==> config.mk <==
export PLATFORM = sky130hd
export DESIGN_NAME = eq_band_mixer_flat
export DESIGN_NICKNAME = d
export VERILOG_FILES = /design/src/rtl/eq_band_mixer_pkg.sv /design/src/rtl/eq_band_mixer_if.sv /design/src/rtl/eq_sat_round.sv /design/src/rtl/eq_band_mixer.sv /design/src/flat_wrapper.sv
export SDC_FILE = /design/constraint.sdc
export NUM_CORES = 1
export LEC_CHECK = 0
export CORE_MARGIN = 2
export CORE_UTILIZATION = 56
export DETAILED_ROUTE_END_ITERATION = 8
export GPL_TIMING_DRIVEN = 0
export PLACE_DENSITY = 0.78
export REMOVE_ABC_BUFFERS = 1
export SLEW_MARGIN = 40
export SYNTH_ARGS = -nofsm -noshare
export SYNTH_HDL_FRONTEND = slang
export SYNTH_HIERARCHICAL = 1
export SYNTH_SLANG_ARGS = --single-unit
==> constraint.sdc <==
create_clock -name clk -period 6.5 [get_ports clk]
set_input_delay 1.3 -clock clk [delete_from_list [all_inputs] [get_ports clk]]
set_output_delay 1.3 -clock clk [all_outputs]
set_load 0.02 [all_outputs]
==> src/rtl/eq_band_mixer_pkg.sv <==
// Shared constants and FSM state type for the equalizer band mixer.
package eq_pkg;
  localparam int N_BAND = 5;
  localparam int DW     = 16;
  localparam int GW     = 16;
  localparam int FRAC   = 14;
  localparam int ACC_W  = 36;
  localparam int PROD_W = DW + GW + 1;
  localparam int KW     = 3;

  localparam logic [GW-1:0] GAIN_UNITY = 16'h4000;

  typedef enum logic [1:0] {IDLE, MAC, SAT} state_t;
endpackage

==> src/rtl/eq_band_mixer_if.sv <==
// Sample, gain-programming and status bundle of the band mixer.
interface eq_band_mixer_if;
  import eq_pkg::*;

  logic                     in_valid;
  logic [N_BAND*DW-1:0]     band_in;
  logic                     gain_we;
  logic [KW-1:0]            gain_addr;
  logic [GW-1:0]            gain_wdata;
  logic                     ovr_clr;
  logic signed [DW-1:0]     y_out;
  logic                     y_valid;
  logic                     clip;
  logic                     busy;
  logic                     overrun;

  modport master (
    output in_valid, band_in, gain_we, gain_addr, gain_wdata, ovr_clr,
    input  y_out, y_valid, clip, busy, overrun
  );

  modport slave (
    input  in_valid, band_in, gain_we, gain_addr, gain_wdata, ovr_clr,
    output y_out, y_valid, clip, busy, overrun
  );
endinterface

==> src/rtl/eq_sat_round.sv <==
// Round-half-up, arithmetic right shift by FRAC and clamp of the MAC sum to DW bits.
module eq_sat_round
  import eq_pkg::*;
(
  input  logic signed [ACC_W-1:0] acc,
  output logic signed [DW-1:0]    y,
  output logic                    clip
);
  localparam int RW = ACC_W - FRAC;
  localparam logic signed [ACC_W-1:0] HALF = ACC_W'(1 << (FRAC - 1));
  localparam logic signed [RW-1:0] MAXV = {{(RW-DW+1){1'b0}}, {(DW-1){1'b1}}};
  localparam logic signed [RW-1:0] MINV = {{(RW-DW+1){1'b1}}, {(DW-1){1'b0}}};

  logic signed [ACC_W-1:0] biased;
  logic signed [RW-1:0]    r;

  // The bias cannot overflow: |acc| stays well below 2^(ACC_W-1) for N_BAND bands.
  assign biased = acc + HALF;
  assign r      = biased[ACC_W-1:FRAC];

  always_comb begin
    y    = r[DW-1:0];
    clip = 1'b0;
    if (r > MAXV) begin
      y    = {1'b0, {(DW-1){1'b1}}};
      clip = 1'b1;
    end else if (r < MINV) begin
      y    = {1'b1, {(DW-1){1'b0}}};
      clip = 1'b1;
    end
  end
endmodule

==> src/rtl/eq_band_mixer.sv <==
// Gain-and-sum stage: snapshots band samples and gains, runs a time-shared MAC, then rounds and saturates.
module eq_band_mixer
  import eq_pkg::*;
(
  input  logic            clk,
  input  logic            rst_n,
  eq_band_mixer_if.slave  bus
);
  state_t                   state;
  logic [KW-1:0]            k;
  logic signed [ACC_W-1:0]  acc;
  logic signed [DW-1:0]     xs   [N_BAND];
  logic [GW-1:0]            gs   [N_BAND];
  logic [GW-1:0]            gain [N_BAND];
  logic signed [PROD_W-1:0] prod;
  logic signed [DW-1:0]     sat_y;
  logic                     sat_clip;

  // Gain is unsigned Q2.14, so a zero MSB turns it into a non-negative signed operand.
  assign prod = xs[k] * $signed({1'b0, gs[k]});

  eq_sat_round u_sat (
    .acc  (acc),
    .y    (sat_y),
    .clip (sat_clip)
  );

  always_ff @(posedge clk) begin
    if (!rst_n) begin
      state       <= IDLE;
      k           <= '0;
      acc         <= '0;
      bus.y_out   <= '0;
      bus.y_valid <= 1'b0;
      bus.clip    <= 1'b0;
      bus.busy    <= 1'b0;
      bus.overrun <= 1'b0;
      // NOTE: these small register arrays get a defined reset value; gains must come up at unity.
      for (int i = 0; i < N_BAND; i++) begin
        xs[i]   <= '0;
        gs[i]   <= '0;
        gain[i] <= GAIN_UNITY;
      end
    end else begin
      bus.y_valid <= 1'b0;
      bus.clip    <= 1'b0;

      if (bus.gain_we && (bus.gain_addr < KW'(N_BAND)))
        gain[bus.gain_addr] <= bus.gain_wdata;

      if (bus.in_valid && (state != IDLE))
        bus.overrun <= 1'b1;
      else if (bus.ovr_clr)
        bus.overrun <= 1'b0;

      case (state)
        IDLE: begin
          if (bus.in_valid) begin
            for (int i = 0; i < N_BAND; i++) begin
              xs[i] <= $signed(bus.band_in[i*DW +: DW]);
              gs[i] <= gain[i];
            end
            acc      <= '0;
            k        <= '0;
            bus.busy <= 1'b1;
            state    <= MAC;
          end
        end
        MAC: begin
          acc <= acc + ACC_W'(prod);
          if (k == KW'(N_BAND - 1))
            state <= SAT;
          else
            k <= k + KW'(1);
        end
        SAT: begin
          bus.y_out   <= sat_y;
          bus.clip    <= sat_clip;
          bus.y_valid <= 1'b1;
          bus.busy    <= 1'b0;
          state       <= IDLE;
        end
        default: state <= IDLE;
      endcase
    end
  end
endmodule

==> src/flat_wrapper.sv <==
// flat-port wrapper written by rule: the top's interface ports become plain ports
module eq_band_mixer_flat import eq_pkg::*;
  (clk, rst_n, bus_in_valid, bus_band_in, bus_gain_we, bus_gain_addr, bus_gain_wdata, bus_ovr_clr, bus_y_out, bus_y_valid, bus_clip, bus_busy, bus_overrun);
  eq_band_mixer_if bus_i ();
  input  logic clk;
  input  logic rst_n;
  input wire logic [$bits(bus_i.in_valid)-1:0] bus_in_valid;
  input wire logic [$bits(bus_i.band_in)-1:0] bus_band_in;
  input wire logic [$bits(bus_i.gain_we)-1:0] bus_gain_we;
  input wire logic [$bits(bus_i.gain_addr)-1:0] bus_gain_addr;
  input wire logic [$bits(bus_i.gain_wdata)-1:0] bus_gain_wdata;
  input wire logic [$bits(bus_i.ovr_clr)-1:0] bus_ovr_clr;
  output wire logic [$bits(bus_i.y_out)-1:0] bus_y_out;
  output wire logic [$bits(bus_i.y_valid)-1:0] bus_y_valid;
  output wire logic [$bits(bus_i.clip)-1:0] bus_clip;
  output wire logic [$bits(bus_i.busy)-1:0] bus_busy;
  output wire logic [$bits(bus_i.overrun)-1:0] bus_overrun;
  assign bus_i.in_valid = bus_in_valid;
  assign bus_i.band_in = bus_band_in;
  assign bus_i.gain_we = bus_gain_we;
  assign bus_i.gain_addr = bus_gain_addr;
  assign bus_i.gain_wdata = bus_gain_wdata;
  assign bus_i.ovr_clr = bus_ovr_clr;
  assign bus_y_out = bus_i.y_out;
  assign bus_y_valid = bus_i.y_valid;
  assign bus_clip = bus_i.clip;
  assign bus_busy = bus_i.busy;
  assign bus_overrun = bus_i.overrun;
  eq_band_mixer u_core (.clk(clk), .rst_n(rst_n), .bus(bus_i));
endmodule
==> results of run 1 <==
[logic make-up (layout without fill, tap and decap cells)]
family / count (synthesis) / count (layout) / share of synthesized area, %
compound gates: 191 / 191 / 5.829
buf+inv: 417 / 708 / 7.054
mux: 87 / 89 / 5.698
simple gates: 707 / 707 / 15.54
flops: 304 / 304 / 37.10
other cells: 0 / 1 / 0
xor+xnor: 48 / 48 / 1.870
fa+ha+maj: 356 / 356 / 26.91
[power groups by stage]
stage	combinational (mW)	clock [mW]	sequential, mW
3_5_place_dp	4.58	0	2.43
4_1_cts	6.25	2.04	2.40
2_1_floorplan	3.54	0	2.39
6_report	7.24	2.01	2.41
5_1_grt	7.84	2.11	2.42
3_3_place_gp	4.46	0	2.45
[layout make-up]
class / instances / area share, %
well taps: 532 / 2.317
clock buffers: 42 / 3.175
repair buffers: 308 / 10.66
clock inverters: 20 / 0.8753
inverters: 338 / 4.437
multi-input cells: 1391 / 48.94
flip-flops and latches: 304 / 29.58
diodes: 1 / 0.008709
[layout by cell type (no fill, tap or decap), types with 24 or more instances in the layout]
master / netlist / layout
and2_1: 245 / 243
buf_4: 1 / 117
nor2_1: 148 / 132
inv_2: 1 / 34
o21ai_0: 43 / 28
clkbuf_16: 0 / 35
dfxtp_1: 64 / 61
edfxtp_1: 240 / 240
buf_6: 3 / 31
mux2i_4: 0 / 27
a21oi_1: 37 / 24
ha_1: 129 / 106
mux4_2: 32 / 32
clkdlybuf4s50_1: 0 / 122
inv_1: 337 / 302
nand2_1: 205 / 187
fa_1: 227 / 212
[how the worst max path moves through the flow]
| stage | start | endpoint | cells past startpoint |
|---|---|---|---|
| global placement | flip-flop | u_core/acc[31] | 20 |
| detailed placement | flip-flop | u_core/acc[31] | 22 |
| floorplan | flip-flop | u_core/acc[29] | 21 |
| global route | flip-flop | u_core/acc[25] | 25 |
| CTS | flip-flop | u_core/acc[29] | 23 |
| finish | flip-flop | u_core/acc[31] | 25 |
[metrics by stage]
step	cell area, µm²	setup WS (ns)	hold WS [ns]
5_1_grt	28730	-0.5298	0.4863
3_3_place_gp	24430	-3.380	0.4614
4_1_cts	28050	-0.1779	0.4658
2_1_floorplan	22540	-1.499	0.4315
3_5_place_dp	24940	-1.179	0.4593
6_report	28730	-0.3255	0.4616
[registers in the layout (all words and copies together), names as in the netlist, named ones only]
name,flops
u_core/gain,80
u_core/gs,80
u_core/xs,80
u_core/acc,36
u_core/bus.y_out,16
u_core/k,3
u_core/state,2
u_core/bus.busy,1
u_core/bus.clip,1
u_core/bus.overrun,1
u_core/bus.y_valid,1
[timing repair]
action | 4_1_cts | 5_1_grt
endpoints found under the setup margin | 25 | 21
cloned | 4 | 1
resized for setup | 181 | 105
pin swaps | 111 | 90
buffers inserted | 116 | 44
[layer usage]
metal  track usage [%]  wire (µm)  vias up
met4             14.03       3387        2
met5                 0         13        -
met3             6.402       4566      233
li1                  -          -     7430
met2             47.34      29540      744
met1             34.13      22580     8093
[worst max-delay path: stages (launching register included)]
cell and delay, ns:
dfxtp_4 0.44, buf_12 0.16, buf_16 0.15, mux4_2 0.56, buf_6 0.14, mux2_4 0.33
nand2_2 0.10, fa_1 0.39, inv_1 0.08, ha_1 0.24, inv_1 0.10, fa_1 0.53
inv_1 0.05, fa_1 0.45, fa_1 0.50, inv_1 0.05, fa_1 0.49, inv_2 0.05
ha_4 0.23, a21o_1 0.20, a211oi_4 0.29, inv_2 0.11, o211ai_4 0.38, a211oi_4 0.12
or3_1 0.32, a32o_1 0.25
==> flow_summary_export.csv, run 1 <==
group,metric,value,unit
run_status,status,"complete, but fails checks",
run_status,violations,"negative setup slack",
global_route,grt_pass1_wl,90.99,mm
sta,max_freq,0.1465,GHz
power,switching_share,41.40,%
die,chipWidth,206.1,µm
clocking,clockRootBuffer,"clkbuf_16",
global_route,grt_pass1_vias,17150,
drt,first_iter_violations,1292,
drt,dr.pass1.iters,7,
clocking,clock-sinks,304,
cells_and_area,fillCellCount,2611,
power,p_int,6.829,mW
logic_synthesis,ys_top_cells_by_count,"inv_1, and2_1, edfxtp_1",
clocking,path_clk_slew,0.06,ns
logic_synthesis,post-synth-top-area-cell,"edfxtp_1",
worst_setup_path,reg2reg_depth,25,
clocking,cts_buffers,34,
sta,grt_setup_unrepaired,"true",
worst_setup_path,worstPathRequired,6.94,ns
logic_synthesis,yosys-top-cells-area,"edfxtp_1, fa_1, ha_1, and2_1, dfxtp_1",
cells_and_area,multi_input_area,14060,µm²
logic_synthesis,ys_seq_elements,304,
sta,fin_crit,6.826,ns
sta,setup_viol,16,
power,pwr-share-comb,62.1,%
drt,drc,0,
drt,ant_nets,0,
global_route,antenna_found_initial,2,
clocking,clock_latency,0.56,ns
worst_setup_path,rrSetupSlack,-0.33,ns
power,p_seq_share,20.6,%
placed_design,portBuffers,123,
clocking,htree_levels,2,
drt,viasPerCell,5.621,
die,die_h,206.1,µm
sta,hold_viol,0,
drt,wl_per_cell,20.46,µm
cells_and_area,final_cells,2936,
clocking,cts.hold.buffers_added,0,
logic_synthesis,yosysMostFrequentCell,"inv_1",
logic_synthesis,yosysSeqAreaShare,37.10,%
logic_synthesis,ys_types,72,
hold_path,holdPathStages,2,
sta,finalCritPeriodShare,105.0,%
cells_and_area,layout.nets,2837,
worst_setup_path,cp-start-kind,"flip-flop",
worst_setup_path,cp.arrival,7.27,ns
sta,drv_slew,0,
clocking,cts_tree,"done",
drt,finalWirelength,60.08,mm
die,rows,74,
hold_path,min_to,"u_core/bus.y_out[14]",
logic_synthesis,postSynthCellCount,2110,
sta,finalSetupTns,-3.212,ns
drt,vias,16500,
cells_and_area,syn_to_final_growth,25.57,%
power,p_total,11.65,mW
die,start_util,56.42,%
logic_synthesis,ys_async_sr_fraction,0,%
power,switching_power,4.824,mW
flow_run,drv_cap,0,
power,ir_drop,0.5143,mV
clocking,cts_buffer_depth,3,
logic_synthesis,syn_area,22880,µm²
sta,tightestPinTransition,0.8663,ns
sta,max_slew_margin,42.25,%
sta,finClkSkew,0.03081,ns
placed_design,place_inst,2709,
global_route,grt_max_degree,80,
power,power_density,405.6,nW/µm²
logic_synthesis,synth-edff-count,240,
worst_setup_path,end_kind,"flip-flop",
die,num_io_pins,124,
die,die-area,42490,µm²
worst_setup_path,worst-setup-path-type,"flip-flop to flip-flop",
power,p_leak,12.25,nW
cells_and_area,seq_area,8499,µm²
cells_and_area,drive_gt1_share,22.10,%
power,p_clk_share,17.2,%
placed_design,gp_congestion,0.9371,
die,coreArea,40550,µm²
global_route,grt_usage,28.12,%
placed_design,place_hpwl,39.22,mm
logic_synthesis,netlist.area_leader.share,31.50,%
worst_setup_path,crit_fanout,6,
hold_path,hold_path_class,"flip-flop to flip-flop",
global_route,grt_overflow,0,
logic_synthesis,synth.avg_cell_area,10.84,µm²
worst_setup_path,r2r-end,"u_core/acc[31]",
logic_synthesis,ys_warn_count,6,
cells_and_area,utilization,70.85,%
sta,worst_slack,-0.3255,ns
logic_synthesis,yosys_most_used_dff,"edfxtp_1",
hold_path,hold_start,"u_core/bus.y_out[14]",
Note: power is estimated with default switching activity, not from simulation.
==> run 2: changes to the inputs <==
--- a/constraint.sdc
+++ b/constraint.sdc
@@ -3,2 +3,2 @@
 set_output_delay 1.3 -clock clk [all_outputs]
-set_load 0.02 [all_outputs]
+set_load 0.1 [all_outputs]
==> flow_summary_export.csv, run 2 (same netlist as run 1, synthesis figures left out) <==
group,metric,value,unit
run_status,status,"complete, but fails checks",
run_status,violations,"negative setup slack",
placed_design,place_hpwl,39.15,mm
worst_setup_path,slowest_stage,"mux4_2",
sta,hold_viol,0,
global_route,grt_pass1_vias,17400,
drt,viasPerCell,5.695,
drt,finalWirelength,61.51,mm
power,ir_drop,0.4416,mV
clocking,clock_latency,0.54,ns
sta,fin_crit,6.891,ns
power,power_density,408.5,nW/µm²
worst_setup_path,worstPathRequired,6.92,ns
clocking,path_clk_slew,0.06,ns
sta,finalCritPeriodShare,106.0,%
global_route,antenna_found_initial,2,
clocking,cts_buffers,34,
clocking,cts.hold.buffers_added,0,
cells_and_area,most-common-layout-cells,"inv_1, and2_1, edfxtp_1",
drt,vias,16760,
worst_setup_path,end_kind,"flip-flop",
clocking,htree_levels,2,
placed_design,place_area,24840,µm²
sta,max_freq,0.1451,GHz
hold_path,hold_path_class,"flip-flop to flip-flop",
die,num_io_pins,124,
worst_setup_path,crit_path_cell_trace,"buf_12 > buf_12 > buf_16 > mux4_2 > mux2_4 > buf_12 > nand2_4 > fa_1 > fa_1 > fa_1 > inv_1 > fa_1 > fa_1 > inv_2 > fa_1 > inv_2 > ha_4 > buf_6 > a221o_1 > a2111oi_4 > a21oi_4 > a21oi_2 > xnor2_1 > a22o_1",
sta,grt_setup_unrepaired,"true",
cells_and_area,fillCellCount,2615,
die,die-area,42490,µm²
cells_and_area,drive_gt1_share,23.35,%
global_route,grt_usage,28.57,%
worst_setup_path,worst-setup-path-type,"flip-flop to flip-flop",
sta,finClkSkew,0.01731,ns
global_route,grt_max_degree,80,
clocking,clockRootBuffer,"clkbuf_16",
worst_setup_path,crit_top_cell,"fa_1",
die,start_util,56.42,%
sta,drv_slew,0,
cells_and_area,seq_area,8499,µm²
sta,tightestPinTransition,0.9167,ns
worst_setup_path,cp-start-kind,"flip-flop",
placed_design,portBuffers,123,
clocking,cts_buffer_depth,3,
drt,wl_per_cell,20.91,µm
drt,first_iter_violations,1330,
power,p_total,11.74,mW
drt,ant_nets,0,
placed_design,place_inst,2709,
power,p_leak,12.35,nW
cells_and_area,reg_top3,"u_core/gain (80), u_core/gs (80), u_core/xs (80)",
drt,drc,0,
placed_design,gp_congestion,0.9371,
worst_setup_path,cp.arrival,7.31,ns
die,die_h,206.1,µm
global_route,grt_pass1_wl,93.20,mm
sta,setup_viol,18,
global_route,grt_overflow,0,
sta,worst_slack,-0.3909,ns
placed_design,preCtsSetupSlack,-1.194,ns
sta,max_slew_margin,38.89,%
cells_and_area,final_cells,2942,
worst_setup_path,crit_fanout,6,
cells_and_area,final_common_cell,"inv_1",
cells_and_area,multi_input_area,14040,µm²
cells_and_area,syn_to_final_growth,25.61,%
cells_and_area,layout.nets,2843,
worst_setup_path,max_stage_delay,0.55,ns
cells_and_area,design_area,28740,µm²
clocking,cts_tree,"done",
die,chipWidth,206.1,µm
die,coreArea,40550,µm²
sta,hold-worst-slack,0.4620,ns
die,rows,74,
clocking,clock-sinks,304,
drt,dr.pass1.iters,5,
flow_run,drv_cap,0,
## run 2: layout make-up
class	count	share of cell area [%]
multi-input combinational	1390	48.85
sequential	304	29.57
timing repair buffer	315	10.92
inverter	338	4.436
clock buffer	43	3.221
tap	532	2.316
clock inverter	17	0.6617
antenna	3	0.02612
## run 2: final timing paths
path,startpoint,to,slack [ns],cells past startpoint
setup / recovery,flip-flop,u_core/acc[25],-0.39,24
hold / removal,u_core/bus.y_out[9],u_core/bus.y_out[9],0.46,2
setup reg to reg,flip-flop,u_core/acc[25],-0.39,24
hold reg to reg,u_core/bus.y_out[9],u_core/bus.y_out[9],0.46,2
## run 2: through the flow
| step | utilization, % | TNS, ns |
|---|---|---|
| after detailed placement | 61.26 | -19.15 |
| after global placement | 60.25 | -468.09 |
| after CTS | 69.04 | -2.175 |
| after global routing | 70.87 | -7.103 |
| after floorplan | - | -29.49 |
| final | 70.88 | -4.045 |
## run 2: critical path: cells and delay by family, from the launching register on
family / cells / cell delay (ns)
buffers and inverters: 8 / 0.83
flip-flops: 1 / 0.37
AND/OR/NAND/NOR: 1 / 0.04
AO/OA/AOI/OAI: 5 / 1.38
XOR/XNOR: 1 / 0.09
adder cells (fa/ha/maj): 7 / 3.16
multiplexers: 2 / 0.89
## run 2: per-layer routing
| layer | track usage [%] | routed length [µm] | up-vias |
|---|---|---|---|
| met3 | 5.235 | 4379 | 259 |
| li1 | - | - | 7431 |
| met5 | 0 | 0 | - |
| met2 | 48.68 | 30370 | 813 |
| met1 | 34.88 | 22950 | 8253 |
| met4 | 14.62 | 3813 | 0 |
## run 2: repair_timing
action	CTS	global route
setup endpoints to repair	25	23
buffers inserted	120	46
pin swaps	89	88
gates cloned	6	0
resized for setup	175	113
## run 2: report_power, final
group          internal [mW]  switching, mW  total (mW)
Sequential              2.27          0.131        2.40
Clock                   1.14          0.787        1.92
Combinational           3.47           3.95        7.42
Total                   6.88           4.86        11.7
